[config.mk]
export PLATFORM = sky130hd
export DESIGN_NAME = mem_arbiter
export DESIGN_NICKNAME = d
export VERILOG_FILES = /design/src/rtl/mem_arbiter.sv
export SDC_FILE = /design/constraint.sdc
export NUM_CORES = 1
export LEC_CHECK = 0
export CORE_MARGIN = 4
export CORE_UTILIZATION = 42
export DETAILED_ROUTE_END_ITERATION = 8
export GPL_ROUTABILITY_DRIVEN = 0
export PLACE_DENSITY = 0.82
export SYNTH_ARGS = -nofsm -noshare
export SYNTH_HDL_FRONTEND = slang
export SYNTH_SLANG_ARGS = --single-unit
[constraint.sdc]
create_clock -name clk -period 6.44 [get_ports clk]
set_clock_uncertainty 0.2 [all_clocks]
set_input_delay 0.966 -clock clk [delete_from_list [all_inputs] [get_ports clk]]
set_output_delay 0.966 -clock clk [all_outputs]
set_load 0.02 [all_outputs]
[src/rtl/mem_arbiter.sv]
`default_nettype none
`timescale 1ns/1ps
//==============================================================================
// Module      : mem_arbiter
// Description : Two-port round-robin arbiter in front of a single fixed-latency
//               memory. The IDLE state picks a winner and latches its request.
//               ACCESS holds the memory strobes for MEM_LAT cycles. DONE pulses
//               ack to the winner for one cycle.
// Ports       : clk, rst_b      - clock, asynchronous active-low reset
//               req, we         - per-port request level / write select
//               addr, wdata     - per-port address / write data, {port1, port0}
//               ack             - per-port one-cycle completion pulse
//               rdata           - data of the most recent completed read
//               grant, busy     - owner of the transaction in flight / activity
//               mem_read/write  - memory strobes
//               mem_addr/wdata  - memory address / write data
//               mem_rdata       - memory read data, valid on last strobe cycle
// Revision    : 1.0 - initial release
//==============================================================================
module mem_arbiter #(
    parameter int AW      = 16,
    parameter int DW      = 16,
    parameter int MEM_LAT = 2
) (
    input  logic            clk,
    input  logic            rst_b,
    input  logic [1:0]      req,
    input  logic [1:0]      we,
    input  logic [2*AW-1:0] addr,
    input  logic [2*DW-1:0] wdata,
    output logic [1:0]      ack,
    output logic [DW-1:0]   rdata,
    output logic [1:0]      grant,
    output logic            busy,
    output logic            mem_read,
    output logic            mem_write,
    output logic [AW-1:0]   mem_addr,
    output logic [DW-1:0]   mem_wdata,
    input  logic [DW-1:0]   mem_rdata
);

    typedef enum logic [1:0] {
        IDLE   = 2'd0,
        ACCESS = 2'd1,
        DONE   = 2'd2
    } state_t;

    localparam logic [3:0] LAT_LOAD = 4'(MEM_LAT);

    state_t     state;
    state_t     state_nxt;
    logic [3:0] cnt;
    logic       last_grant;   // index of the port served most recently
    logic       lat_we;
    logic       win;          // index of the port that wins in this IDLE cycle

    // On a tie, the port that was not served last wins. A lone requester
    // always wins, because req[1] is its index.
    always_comb begin
        win = 1'b0;
        if (req == 2'b11) begin
            win = ~last_grant;
        end else begin
            win = req[1];
        end
    end

    always_ff @(posedge clk or negedge rst_b) begin
        if (!rst_b) begin
            state <= IDLE;
        end else begin
            state <= state_nxt;
        end
    end

    always_comb begin
        state_nxt = state;
        case (state)
            IDLE:    if (|req) state_nxt = ACCESS;
            ACCESS:  if (cnt == 4'd1) state_nxt = DONE;
            DONE:    state_nxt = IDLE;
            default: state_nxt = IDLE;
        endcase
    end

    always_ff @(posedge clk or negedge rst_b) begin
        if (!rst_b) begin
            cnt        <= 4'd0;
            last_grant <= 1'b1;
            grant      <= 2'b00;
            lat_we     <= 1'b0;
            rdata      <= '0;
            mem_addr   <= '0;
            mem_wdata  <= '0;
        end else begin
            case (state)
                IDLE: begin
                    if (|req) begin
                        grant     <= win ? 2'b10 : 2'b01;
                        lat_we    <= we[win];
                        mem_addr  <= win ? addr[2*AW-1:AW]  : addr[AW-1:0];
                        mem_wdata <= win ? wdata[2*DW-1:DW] : wdata[DW-1:0];
                        cnt       <= LAT_LOAD;
                    end
                end
                ACCESS: begin
                    cnt <= cnt - 4'd1;
                    // Memory data is only guaranteed on the last strobe cycle.
                    if (cnt == 4'd1 && !lat_we) begin
                        rdata <= mem_rdata;
                    end
                end
                DONE: begin
                    grant      <= 2'b00;
                    last_grant <= grant[1];
                end
                default: begin
                    grant <= 2'b00;
                end
            endcase
        end
    end

    // These outputs come straight from the state so that they drop as soon
    // as reset is asserted, even in the middle of an access.
    assign busy      = (state != IDLE);
    assign mem_read  = (state == ACCESS) && !lat_we;
    assign mem_write = (state == ACCESS) &&  lat_we;
    assign ack       = (state == DONE) ? grant : 2'b00;

endmodule
`default_nettype wire

# Yosys cells after proc, flatten, opt, wreduce, memory -nomap -nowiden
# Cells that the tools add are included.
[word_totals]
out_inout_bits = 55
register_bits = 58
[op_classes]
n_mux = 14
reduce_logical = 13
eq_ne = 6
addsub = 1
n_lt_le_gt_ge = 1
bitwise_logic = 2
[op_table]
columns = ["cell", "count"]
rows = [
  ["2-to-1 mux 16 bit", 2],
  ["2-to-1 mux 2 bit", 5],
  ["AND reduction 2 bit", 5],
  ["one-hot mux 2 bit (2 select lines)", 2],
  ["one-hot mux 4 bit (2 select lines)", 1],
  ["== test 2 bit (second input constant)", 2],
  ["== test 4 x 1 -> 1 bit (second input constant)", 1],
  ["2-to-1 mux 4 bit", 1],
  ["!= test 2 bit (second input constant)", 2],
  ["nonzero test 2 bit", 2],
  ["subtractor 4 x 1 -> 4 bit (second input constant)", 1],
  ["logical AND 1 bit", 3],
  ["2-to-1 mux 1 bit", 3],
  ["== test 2 x 1 -> 1 bit (second input constant)", 1],
  ["logical NOT 2 bit", 1],
  ["< comparator 1 x 2 -> 1 bit (second input constant)", 1],
  ["NOT 1 bit", 2],
  ["OR reduction 2 bit", 1],
  ["logical NOT 1 bit", 1],
]

# Logic depth before layout (Yosys ltp)
# Gate-level depths: netlist of run 1.
[logic_depth]
word_depth = 5
depth_mapped = 7

# Worst setup path after synthesis of run 1
# No wires, ideal clock.
[synth_timing]
path_type = "input port to flip-flop"
from = "input req[1]"
to = "register lat_we"
slack_ns = 4.136
stages = 6
n_path_buf = 3
t_required_ns = 6.114
arrival_time_ns = 1.978
cell_sequence = "buf_2 nand2b_1 and3_1 clkbuf_1 clkbuf_1 a221o_1"
[synth_between]
elab_chain_cells = 4
[synth_rtl]
columns = ["element", "line_no", "source"]
rows = [
  ["start: declaration", "27", "input logic [1:0] req,"],
  ["== test 2 bit", "61", "if (req == 2'b11) begin"],
  ["2-to-1 mux 1 bit", "61", ""],
  ["2-to-1 mux 1 bit (implied by the code) (2 in series)", "100", "lat_we <= we[win];"],
  ["end signal: assignment", "100", ""],
  ["end: declaration", "54", "logic lat_we;"],
]
# Several ways; a longest one is shown, not always the timed one. The select of a mux whose other input is x is not followed.
# A chain may end at the register's enable or synchronous reset.

# Worst setup path after layout of run 1
[layout_timing]
from = "register state[0]"
to = "output mem_write"
[layout_between]
elab_chain_cells = 2
[layout_rtl]
columns = ["element", "line_no", "source"]
rows = [
  ["start: declaration", "50", "state_t state;"],
  ["start signal: assignment", "72", "state <= state_nxt;"],
  ["== test 2 x 1 -> 1 bit", "128", "assign mem_write = (state == ACCESS) && lat_we;"],
  ["logical AND 1 bit", "128", ""],
  ["end: declaration", "36", "output logic mem_write,"],
]
# Every way passes these cells.

==> qor.yml, run 1 <==
status:
  status: "complete, no violations"
timing:
  rsz0062_at_grt: "false"
  fmax_mhz: 325
  fin_ws_ns: 3.36
  setup_viol: 0
  fin_tns_setup_ns: 0
  tightest_slew_ns: 1.21
  period_needed_ns: 3.08
  slew_viol_final: 0
  slew_headroom_pct: 19.4
  finalCritPeriodShare_pct: 47.8
  finalHoldViolCount: 0
routing:
  vias_per_cell: 5.14
  dr.pass1.iters: 4
  wl_per_cell_um: 15.7
  met2WireLength_mm: 3.33
  dr.max_layer_used: "met4"
  drt_iter0_markers: 110
  drt-met1-wl_mm: 3.05
  num_vias: 2323
  dr_wl_met3_um: 638
  wl_mm: 7.12
  drtAntennaViolNets: 0
  drc: 0
final_layout:
  n_antenna_cell: 0
  nFillCells: 435
  fin_nets: 460
  layout-drive-gt1-share_pct: 10.6
  mostFrequentLayoutCell: "clkdlybuf4s50_1"
  area_growth_pct: 64.3
  layout_common_cells: "139 x clkdlybuf4s50_1, 57 x dfrtp_1, 40 x nor2_1, 35 x nand2_1, 33 x a221o_1"
worst_setup_path:
  cp_cell_sequence: "nor2b_1, and2_1, clkdlybuf4s50_1"
  cpMaxStageDelayCell: "clkdlybuf4s50_1"
  cp_num_buf_inv: 1
  worst_setup_path_end_kind: "primary output"
  arrival_ns: 1.91
  worstPathMaxFanout: 10
  max_stage_delay_ns: 0.62
  worstPathRequired_ns: 5.27
  crit_type: "reg2out"
  cpLargestDelayFamily: "buffers and inverters"
  worstSetupStartpointType: "register"
yosys:
  yosysSeqAreaShare_pct: 55.7
  syn_area_per_cell_um2: 11.1
  synth-simple-area-share_pct: 14.4
  synth.largest_area_cell: "dfrtp_1"
  ys_types: 31
  synthTopCellsByArea: "dfrtp_1 55%, a221o_1 13%, mux2_4 5.8%, nor2_1 5.8%, nand2_1 5.0%"
  synth_area_um2: 2610
  synthesis.nets: 323
  synth_top_area_share_pct: 54.7
  synth-adder-area-share_pct: 0.960
  synthCells: 235
  synth-compound-area-share_pct: 15.7
  synthMuxAreaShare_pct: 8.35
  synth_xor_area_share_pct: 0.336
  ys_ff_latch: 58
  synth_top_family_by_area: "compound AO/OA/AOI/OAI gates"
  yosysWarnings: 0
clocking:
  clk_pin_slew_ns: 0.07
  hold_buffers: 0
  cts.sinks: 58
  cts_tree: "built"
  cts_buffer_depth: 2
  cts_root_buf: "clkbuf_8"
  h-tree-depth: 3
  post_cts_buffers: 0
  insertion_delay_ns: 0.32
  cts_buffers: 9
  cts_resized: 0
grt:
  grt.total_usage_pct: 18.9
  antenna_found_initial: 0
  grt_pass1_vias: 2394
  grt_max_degree: 59
  grt_pass1_wl_mm: 11.2
  overflow: 0
placement:
  hpwl_mm: 5.27
  numPortBuffers: 140
  dp_worst_setup_slack_ns: 3.11
run:
  drv_cap: 0
floorplan:
  die-area_um2: 7530
  num_rows: 28
  die_w_um: 86.8
  core_um2: 5960
  die_h_um: 86.8
  top_level_ports: 141
  initial_core_util_pct: 43.8
power:
  p_leak_nw: 1.88
  power.density_nw_per_um2: 492
  ir_worst_vdd_v: 0.000320
hold_path:
  hp-class: "reg2reg"
## stage by stage
stage	util [%]	std cells	total power, mW	hold WS, ns	instance area, um^2
final	72.0	452	2.11	0.302	4290
after global routing	72.0	452	2.23	0.317	4290
after CTS	72.0	452	2.13	0.307	4290
after detailed placement	67.7	436	1.71	0.291	4030
after global placement	67.7	436	1.68	0.285	4030
after floorplan	-	235	1.23	0.299	2610
## cells by family after synthesis
family,count (synthesis)
DFF,58
xor gates and xnor gates,1
muxes,16
buffers and inverters,24
adders and majority gates,2
and+or+nand+nor,89
AOI/OAI and AO/OA,45
## where the power goes
group | leakage, nW | switching [mW] | internal (mW)
Sequential | 0.703 | 0.114 | 0.547
Combinational | 1.04 | 0.483 | 0.552
Clock | 0.129 | 0.137 | 0.277
Total | 1.88 | 0.734 | 1.38
## routing by layer
| layer | vias up | GRT usage, % |
|---|---|---|
| met5 | - | 0 |
| met2 | 107 | 30.2 |
| li1 | 1103 | - |
| met3 | 11 | 5.51 |
| met4 | 0 | 7.08 |
| met1 | 1102 | 24.3 |
## synthesized netlist by cell type (all sizes together)
library cell / number
a211o: 2
a21o: 1
a21oi: 2
a221o: 33
a22oi: 1
a311o: 1
and2: 2
and3: 2
buf: 4
clkbuf: 13
dfrtp: 57
dfstp: 1
ha: 2
inv: 7
mux2: 16
nand2: 35
nand2b: 3
nand3b: 2
nor2: 40
nor2b: 1
nor3: 1
o211ai: 1
o21ai: 4
or3: 2
or3b: 1
xnor2: 1
## registers in the layout (all words and copies together), names as in the netlist
register and cells:
lat_we 1, mem_wdata 16, mem_addr 16, last_grant 1, rdata 16, grant 2, cnt 4, state 2
## cell type report
class                      instances  area [um^2]  share of cell area (%)
clock buffer                      11          151                    3.53
clock inverter                     5          100                    2.34
inverter                           7         26.3                   0.613
multi-input combinational        153         1040                    24.3
sequential                        58         1450                    33.9
tap                               75         93.8                    2.19
timing repair buffer             143         1420                    33.1
## path summary, 6_finish.rpt
path	end	cells past startpoint	slack, ns	start
min reg2reg	rdata[0]	1	0.30	rdata[0]
max	mem_write	3	3.36	state[0]
min in group asynchronous	rdata[15]	2	0.58	rst_b
min	rdata[0]	1	0.30	rdata[0]
max in group asynchronous	grant[1]	2	4.97	rst_b
max reg2reg	rdata[11]	5	4.01	cnt[1]
Note: power is estimated with default switching activity, not from simulation.
==> run 2: changes to the inputs <==
--- a/config.mk
+++ b/config.mk
@@ -6,10 +6,10 @@
 export NUM_CORES = 1
 export LEC_CHECK = 0
 export CORE_MARGIN = 4
-export CORE_UTILIZATION = 42
+export CORE_UTILIZATION = 35
 export DETAILED_ROUTE_END_ITERATION = 8
 export GPL_ROUTABILITY_DRIVEN = 0
-export PLACE_DENSITY = 0.82
+export PLACE_DENSITY = 0.72
 export SYNTH_ARGS = -nofsm -noshare
 export SYNTH_HDL_FRONTEND = slang
 export SYNTH_SLANG_ARGS = --single-unit
==> constraint.sdc (replaced) <==
create_clock -name clk -period 2.8 [get_ports clk]
set_clock_uncertainty 0.2 [all_clocks]
set_input_delay 0.42 -clock clk [delete_from_list [all_inputs] [get_ports clk]]
set_output_delay 0.42 -clock clk [all_outputs]
set_load 0.02 [all_outputs]
==> qor.yml, run 2 (synthesis gave the netlist of run 1 again) <==
status:
  status: "complete, no violations"
routing:
  dr_wl_met3_um: 728  # +14%
  drc: 0  # unchanged
  drtAntennaViolNets: 0  # unchanged
  num_vias: 2342  # +0.82%
  wl_mm: 7.59  # +6.7%
  vias_per_cell: 4.87  # -5.3%
  drt_iter0_markers: 102  # -7.3%
  met2WireLength_mm: 3.63  # +9.0%
  dr.pass1.iters: 4  # unchanged
  wl_per_cell_um: 15.8  # +0.27%
  drt-met1-wl_mm: 3.14  # +2.8%
  dr.max_layer_used: "met4"
clocking:
  cts_resized: 0  # unchanged
  cts.sinks: 58  # unchanged
  h-tree-depth: 3  # unchanged
  cts_buffer_depth: 2  # unchanged
  post_cts_buffers: 0  # unchanged
  cts_buffers: 9  # unchanged
  clk_pin_slew_ns: 0.06  # about the same
  cts_root_buf: "clkbuf_8"
  cts_tree: "built"
  insertion_delay_ns: 0.32  # about the same
final_layout:
  layout-drive-gt1-share_pct: 11.0  # +0.38 points
  postLayoutCellArea_um2: 4300  # +0.32%
  n_antenna_cell: 0  # unchanged
  layout_common_cells: "139 x clkdlybuf4s50_1, 57 x dfrtp_1, 40 x nor2_1, 35 x nand2_1, 33 x a221o_1"
  area_growth_pct: 64.9
  fin_cells: 481  # +6.4%
  mostFrequentLayoutCell: "clkdlybuf4s50_1"
  fin_nets: 465  # +1.1%
  reg_top3: "mem_addr: 16 flops, mem_wdata: 16 flops, rdata: 16 flops"
  nFillCells: 656  # +51%
  final_util_pct: 59.3  # -13 points
worst_setup_path:
  worstPathMaxFanout: 10  # unchanged
  worst_setup_path_end_kind: "primary output"
  reg2regPathDepth: 5  # unchanged
  r2r_slack_ns: 0.39  # -3.62 ns
  worstPathRequired_ns: 2.18  # -3.09 ns
  worstSetupStartpointType: "register"
  arrival_ns: 1.95  # +0.04 ns
  crit_type: "reg2out"
placement:
  dp_worst_setup_slack_ns: 0.403  # -2.70 ns
  place_area_um2: 4110  # +1.8%
  hpwl_mm: 5.73  # +8.8%
  numPortBuffers: 140  # unchanged
  placedCellCount: 464  # +6.4%
timing:
  slew_headroom_pct: 45.8  # +26 points
  rsz0062_at_grt: "false"
  tightest_slew_ns: 0.812  # -0.397 ns
  period_needed_ns: 2.57
  slew_viol_final: 0  # unchanged
  finalCritPeriodShare_pct: 91.6
  fmax_mhz: 390
  setup_viol: 0  # unchanged
  finalHoldViolCount: 0  # unchanged
  fin_ws_ns: 0.234  # -3.13 ns
  fin_tns_setup_ns: 0  # unchanged
power:
  ir_worst_vdd_v: 0.000347  # +8.5%
  power.density_nw_per_um2: 1090  # +120%
  p_leak_nw: 1.87  # -0.22%
floorplan:
  core_um2: 7250  # +22%
  die_w_um: 94.3  # +8.7%
  die-area_um2: 8900  # +18%
  die_h_um: 94.3  # +8.7%
  top_level_ports: 141  # unchanged
  num_rows: 31  # +11%
  initial_core_util_pct: 35.9  # -7.8 points
grt:
  antenna_found_initial: 0  # unchanged
  grt_pass1_vias: 2539  # +6.1%
  grt_max_degree: 34  # -42%
  grt_pass1_wl_mm: 12.2  # +9.4%
  grt.total_usage_pct: 17.8  # -1.2 points
  overflow: 0  # unchanged
hold_path:
  hp-class: "reg2reg"
  holdPathStages: 1  # unchanged
run:
  drv_cap: 0  # unchanged
[run 2: cell count changes in the layout (fill, tap and decap cells not counted), sizes merged]
| cell | change |
|---|---|
| buf | +4 |
| clkbuf | +3 |
| bufinv | -3 |
| dlygate4sd3 | +1 |
[run 2: power by group]
part           internal [mW]  total (mW)  switching, mW  leakage [nW]
clock network          0.392       0.701          0.309        0.0965
registers               1.26        1.53          0.273         0.703
logic                   1.31        2.45           1.14          1.07
[run 2: per-layer routing]
layer  vias up  GRT usage (%)
met5         -              0
met2       104           30.2
met4         0           7.10
met3         8           5.85
met1      1115           20.6
li1       1115              -
[run 2: per-stage QoR]
| stage | hold slack [ns] | power (mW) |
|---|---|---|
| CTS | 0.313 | 4.74 |
| global route | 0.326 | 4.98 |
| finish | 0.309 | 4.68 |
| detailed placement | 0.296 | 4.02 |
| floorplan | -0.0756 | 2.84 |
| global placement | 0.290 | 3.94 |
[run 2: critical path: stages, from the launching register on]
cell	delay [ns]
dfrtp_1	0.48
nor2b_1	0.36
and2_1	0.18
clkdlybuf4s50_1	0.60
[run 2: final cells by class]
cell class | count | area [um^2] | share of cell area [%]
Tap cell | 99 | 124 | 2.88
Inverter | 7 | 26.3 | 0.611
Clock inverter | 2 | 10.0 | 0.233
Timing Repair Buffer | 148 | 1470 | 34.2
Clock buffer | 14 | 173 | 4.02
Sequential cell | 58 | 1450 | 33.8
Multi-Input combinational cell | 153 | 1040 | 24.2
[run 2: timing repair]
item / CTS / global route
endpoints found under the setup margin: 0 / 0
hold endpoints to repair: 29 / 0
hold buffers: 1 / 0
[run 2: worst paths after layout]
path,from,end
worst max-delay path,state[0],mem_write
worst min-delay path,rdata[2],rdata[2]
worst max register to register,cnt[1],rdata[11]
worst min register to register,rdata[2],rdata[2]
max in group asynchronous,rst_b,rdata[15]
min in group asynchronous,rst_b,state[1]
